`src/rtl/phase_accum_engine.sv`:
```
// Time-multiplexed phase accumulator for the OPL3 operator datapath.
// Per-slot phase and period parity live in internal storage; each visit takes two cycles.
module phase_accum_engine #(
    parameter int NUM_SLOTS       = 36,
    parameter int SLOT_WIDTH      = 6,
    parameter int ACC_WIDTH       = 20,
    parameter int MOD_WIDTH       = 13,
    parameter int MOD_SHIFT       = 10,
    parameter int PHASE_OUT_WIDTH = 10
) (
    input  logic                       clk,
    input  logic                       reset,
    output logic                       ready,
    input  logic                       in_valid,
    input  logic [SLOT_WIDTH-1:0]      in_slot,
    input  logic [ACC_WIDTH-1:0]       phase_inc,
    input  logic [1:0]                 mode,
    input  logic                       key_on_pulse,
    input  logic [MOD_WIDTH-1:0]       modulation,
    output logic                       out_valid,
    output logic [SLOT_WIDTH-1:0]      out_slot,
    output logic [PHASE_OUT_WIDTH-1:0] out_phase,
    output logic                       out_odd_period,
    output logic                       out_wrap,
    output logic                       dbg_state
);

    // Handshake: a slot is taken on a rising clk edge when in_valid=1, ready=1 and
    // in_slot < NUM_SLOTS; its result is presented with out_valid=1 exactly two edges later.

    typedef enum logic {ST_CLEAR = 1'b0, ST_RUN = 1'b1} state_t;

    localparam logic [SLOT_WIDTH-1:0] LAST_SLOT  = SLOT_WIDTH'(NUM_SLOTS - 1);
    localparam logic [SLOT_WIDTH:0]   SLOT_LIMIT = (SLOT_WIDTH + 1)'(NUM_SLOTS);

    state_t                  state;
    state_t                  state_next;
    logic [SLOT_WIDTH-1:0]   clr_cnt;
    logic                    clearing;
    logic                    accept;

    logic [ACC_WIDTH-1:0]    acc_mem [NUM_SLOTS];
    logic                    odd_mem [NUM_SLOTS];

    logic                    s1_valid;
    logic [SLOT_WIDTH-1:0]   s1_slot;
    logic [ACC_WIDTH-1:0]    s1_inc;
    logic [1:0]              s1_mode;
    logic                    s1_key;
    logic [MOD_WIDTH-1:0]    s1_mod;
    logic [ACC_WIDTH-1:0]    s1_acc;
    logic                    s1_odd;
    logic                    fwd;

    logic [ACC_WIDTH-1:0]    inc_eff;
    logic [ACC_WIDTH:0]      sum;
    logic [ACC_WIDTH-1:0]    mod_ext;
    logic [ACC_WIDTH-1:0]    wb_acc;
    logic                    wb_odd;
    logic                    wb_wrap;
    logic [ACC_WIDTH-1:0]    final_phase;

    // FSM: state register (the sweep counter advances alongside it)
    always_ff @(posedge clk) begin
        if (reset) begin
            state   <= ST_CLEAR;
            clr_cnt <= '0;
        end else begin
            state <= state_next;
            if (clearing) clr_cnt <= clr_cnt + 1'b1;
        end
    end

    always_comb begin
        state_next = state;
        if (state == ST_CLEAR && clr_cnt == LAST_SLOT) state_next = ST_RUN;
    end

    always_comb begin
        ready     = (state == ST_RUN);
        clearing  = (state == ST_CLEAR);
        dbg_state = state;
    end

    assign accept = in_valid && ready && ({1'b0, in_slot} < SLOT_LIMIT);
    // A same-slot visit one cycle behind must see the value S2 is writing right now.
    assign fwd    = s1_valid && (s1_slot == in_slot);

    always_ff @(posedge clk) begin
        if (reset) begin
            s1_valid <= 1'b0;
        end else begin
            s1_valid <= accept;
        end
        if (accept) begin
            s1_slot <= in_slot;
            s1_inc  <= phase_inc;
            s1_mode <= mode;
            s1_key  <= key_on_pulse;
            s1_mod  <= modulation;
            s1_acc  <= fwd ? wb_acc : acc_mem[in_slot];
            s1_odd  <= fwd ? wb_odd : odd_mem[in_slot];
        end
    end

    always_comb begin
        case (s1_mode)
            2'd1:    inc_eff = s1_inc << 1;
            2'd2:    inc_eff = '0;
            default: inc_eff = s1_inc;
        endcase
        sum     = {1'b0, s1_acc} + {1'b0, inc_eff};
        mod_ext = {{(ACC_WIDTH - MOD_WIDTH){s1_mod[MOD_WIDTH-1]}}, s1_mod} << MOD_SHIFT;
        if (s1_key) begin
            wb_acc      = '0;
            wb_odd      = 1'b0;
            wb_wrap     = 1'b0;
            final_phase = '0;
        end else begin
            wb_acc      = sum[ACC_WIDTH-1:0];
            wb_wrap     = sum[ACC_WIDTH];
            wb_odd      = s1_odd ^ sum[ACC_WIDTH];
            final_phase = wb_acc + mod_ext;
        end
    end

    // Clear sweep and S2 write-back never overlap: the pipeline is empty until ready rises.
    always_ff @(posedge clk) begin
        if (!reset) begin
            if (clearing) begin
                acc_mem[clr_cnt] <= '0;
                odd_mem[clr_cnt] <= 1'b0;
            end else if (s1_valid) begin
                acc_mem[s1_slot] <= wb_acc;
                odd_mem[s1_slot] <= wb_odd;
            end
        end
    end

    always_ff @(posedge clk) begin
        if (reset) begin
            out_valid      <= 1'b0;
            out_slot       <= '0;
            out_phase      <= '0;
            out_odd_period <= 1'b0;
            out_wrap       <= 1'b0;
        end else begin
            out_valid <= s1_valid;
            if (s1_valid) begin
                out_slot       <= s1_slot;
                out_phase      <= final_phase[ACC_WIDTH-1 -: PHASE_OUT_WIDTH];
                out_odd_period <= wb_odd;
                out_wrap       <= wb_wrap;
            end
        end
    end

endmodule

```
`config.mk`:
```
export PLATFORM = sky130hd
export DESIGN_NAME = phase_accum_engine
export DESIGN_NICKNAME = d
export VERILOG_FILES = /design/src/rtl/phase_accum_engine.sv
export SDC_FILE = /design/constraint.sdc
export NUM_CORES = 1
export LEC_CHECK = 0
export CORE_ASPECT_RATIO = 0.5
export CORE_MARGIN = 4
export CORE_UTILIZATION = 32
export CTS_CLUSTER_SIZE = 40
export DETAILED_ROUTE_END_ITERATION = 7
export GPL_TIMING_DRIVEN = 1
export HOLD_SLACK_MARGIN = 0.08
export PLACE_DENSITY = 0.58
export SYNTH_ARGS = -nofsm -noshare
export SYNTH_HDL_FRONTEND = slang
export SYNTH_SLANG_ARGS = --single-unit
```
`constraint.sdc`:
```
create_clock -name clk -period 6.4 [get_ports clk]
set_input_delay 1.28 -clock clk [delete_from_list [all_inputs] [get_ports clk]]
set_output_delay 1.28 -clock clk [all_outputs]
set_load 0.005 [all_outputs]
```
==> results_dict.tcl <==
set metrics [dict create \
    irDropWorstVdd_uv 194.5 \
    overflow 0 \
    area_delta_synth_final_pct 15.92 \
    crit_slowest_cell "o31ai_1" \
    yosysUniqueCellTypes 58 \
    final_nets 1926 \
    ctsResizeCount 0 \
    critPathTopFamily "compound AO/OA/AOI/OAI gates" \
    drv_cap 0 \
    num_vias 17030 \
    final_area_sq_um 39250 \
    drive_gt1_share_pct 25.51 \
    vias_per_cell 5.108 \
    grt_pass1_vias 17150 \
    synthCells 1699 \
    status "finished clean" \
    synth_edf_count 816 \
    cts.sinks 843 \
    skew_ps 22.70 \
    max_freq_ghz 0.1782 \
    ys_async_sr_fraction_pct 0 \
    crit_path_cell_trace "ha_1, buf_4, nor2b_1, a22o_1, ha_1, nor2b_1, o31ai_1, a31o_2, a21oi_1, a211o_1, xnor2_1, inv_1, ha_1, and3_1, a221oi_1, a21oi_1, or4_1, nand3_1, xor2_1, o21ai_0" \
    setup_tns_ps 0 \
    track_usage_pct 14.25 \
    cts_tree "built" \
    fillers 9554 \
    root_buffer "clkbuf_16" \
    cp-end-kind "flop" \
    slowest_delay_ps 450 \
    fin_crit_ps 5612 \
    rsz0062_at_grt "false" \
    wl_per_cell_um 23.91 \
    seq_area_sq_um 25040 \
    p_leak_nw 10.70 \
    num_rows 84 \
    grt_pass1_wl_um 118400 \
    cts_setup_buffers 0 \
    cts_buffer_depth 3 \
    hpwl_um 48120 \
    drt_iter0_markers 1451 \
    numCtsBuffers 83 \
    hp-class "flop to flop" \
    slew_viol_final 0 \
    synthFlopType "edfxtp_1" \
    critical_path_arrival_ps 6110 \
    die_y_um 238 \
    cpMostUsedCell "ha_1" \
    tightest_slew_ps 950.2 \
    drc 0 \
    powerDensity_nw_per_um2 279.9 \
    ys_seq_elements 843 \
    path_max_fanout 23 \
    dieArea_sq_um 111400 \
    coreArea_sq_um 105000 \
    io_pins 66 \
    syn_area_per_cell_sq_um 19.93 \
    initial_core_util_pct 32.25 \
    die_w_um 468 \
    grt_antenna_before_repair 4 \
    gp_congestion 0.7951 \
    fin_util_pct 37.38 \
    multi_input_area_sq_um 8467 \
    yosys_warnings 0 \
    clkLatencyLatePin_ps 630 \
    io_buffer_count 62 \
    fin_crit_sh_pct 87.69 \
    grt_max_degree 63 \
    htreeDepth 3 \
    crit_buf_inv 2 \
    path_clk_slew_ps 60 \
    postPlaceCellArea_sq_um 36680 \
    ys_seq_area_share_pct 73.97 \
    finalSetupViolations 0 \
    postRouteWirelength_um 79690 \
    ctsHoldBuffers 0 \
    syn-num-nets 1779 \
    slew_headroom_pct 35.65 \
    ant_nets 0 \
    netlist_area_sq_um 33860 \
    crit_type "flop to flop" \
    hold_viol 0 \
    drtPass1Iterations 5 \
    required_ps 6890 \
    cp-start-kind "flop" \
]
-- layer usage --
layer / wire [um] / share of wire (%) / GRT usage, %
met5: 0 / 0 / 0
met1: 36340 / 46 / 21.01
met3: 4719 / 5.9 / 2.350
met4: 1613 / 2.0 / 3.402
met2: 37020 / 46 / 22.20
-- logic make-up (layout without fill, tap and decap cells) --
kind of cell	Yosys count	count (layout)	synth area share, %
fa+ha+maj	35	35	1.338
compound gates	207	207	3.869
other cells	0	1	0
xor+xnor	32	32	0.8278
flops	843	843	73.97
simple gates	220	220	2.997
mux	258	258	15.51
buf+inv	104	318	1.486
-- report_power, final --
part	internal [mW]	switching (mW)	total [mW]	leakage [nW]
sequential	6.00	0.00956	6.01	6.21
combinational	0.133	0.183	0.316	3.24
clock	2.63	2.03	4.66	1.25
total	8.76	2.22	11.0	10.7
-- Yosys cell counts (3+ instances only) --
cell	count	share of area (%)
edfxtp_1	816	72
mux4_2	213	14
nor2_1	89	0.99
a21oi_1	65	0.96
nand2_1	55	0.61
o21ai_0	46	0.68
mux2i_1	42	1.2
clkbuf_1	36	0.40
ha_1	33	1.2
dfxtp_1	27	1.6
buf_2	21	0.31
xnor2_1	21	0.54
nor2b_1	20	0.37
inv_1	18	0.20
a22o_1	17	0.44
o22ai_1	17	0.31
buf_4	14	0.31
nand2b_1	14	0.26
buf_1	11	0.12
xor2_1	11	0.28
nand3_1	10	0.15
a21o_1	9	0.20
a22oi_1	8	0.18
o21bai_1	6	0.13
o31ai_1	6	0.13
and3_1	5	0.092
nand3b_1	5	0.11
nor3_1	5	0.074
a211o_1	4	0.10
o211ai_1	4	0.089
o21a_1	4	0.089
a211oi_1	3	0.067
a31oi_1	3	0.055
and2_1	3	0.055
buf_6	3	0.10
mux2_2	3	0.10
nand4_1	3	0.055
nor3b_1	3	0.067
-- tightest hold or removal path: stages, from the launching register on --
cell and delay (ps):
dfxtp_1 330, nand2_1 50, o21ai_0 70
-- per-stage QoR --
step	setup slack (ps)	total power, mW	cells	hold slack (ps)
finish	787.8	10.99	3333	476.2
global route	343.3	11.36	3332	522.9
CTS	799.5	11.10	3332	483.4
detailed placement	816.1	6.450	3180	467.6
global placement	919.2	6.448	3180	466.0
floorplan	1532	6.329	1699	448.7
-- sequential cells by signal, indices dropped and copies added, names as in the netlist --
name,cells
odd_mem,36
out_valid,1
out_wrap,1
out_phase,10
s1_inc,20
out_slot,6
s1_mod,10
s1_odd,1
s1_acc,20
out_odd_period,1
s1_valid,1
s1_mode,2
clr_cnt,6
acc_mem,720
s1_slot,6
s1_key,1
dbg_state,1
-- placed cells by master (no fill, tap or decap), types with 9 or more instances in the layout --
| cell | count |
|---|---|
| mux4_2 | 213 |
| mux2i_1 | 42 |
| buf_4 | 83 |
| o22ai_1 | 17 |
| ha_1 | 33 |
| nor2b_1 | 20 |
| nand2_1 | 55 |
| xnor2_1 | 21 |
| nor2_1 | 33 |
| clkinv_2 | 17 |
| a21o_1 | 9 |
| nand2b_1 | 14 |
| clkbuf_16 | 85 |
| edfxtp_1 | 816 |
| clkdlybuf4s50_1 | 57 |
| a22o_1 | 17 |
| clkinv_1 | 11 |
| nor2_2 | 56 |
| inv_1 | 18 |
| a21oi_1 | 65 |
| nand3_1 | 10 |
| dfxtp_1 | 27 |
| o21ai_0 | 46 |
| xor2_1 | 11 |
| clkbuf_1 | 26 |
-- path summary, 6_finish.rpt --
kind / from / end / slack (ps) / cells past startpoint
setup / recovery: s1_mode[0] / out_phase[9] / 790 / 20
hold / removal: out_phase[7] / out_phase[7] / 480 / 2
setup reg to reg: s1_mode[0] / out_phase[9] / 790 / 20
hold reg to reg: out_phase[7] / out_phase[7] / 480 / 2
-- layout make-up --
cell class / count / area share, %
antenna: 1 / 0.006376
sequential: 843 / 63.81
clock buffer: 112 / 5.703
multi-input combinational: 752 / 21.57
timing repair buffer: 148 / 3.383
inverter: 18 / 0.1722
tap: 1419 / 4.524
clock inverter: 40 / 0.8257
(Power assumes the default switching activity.)
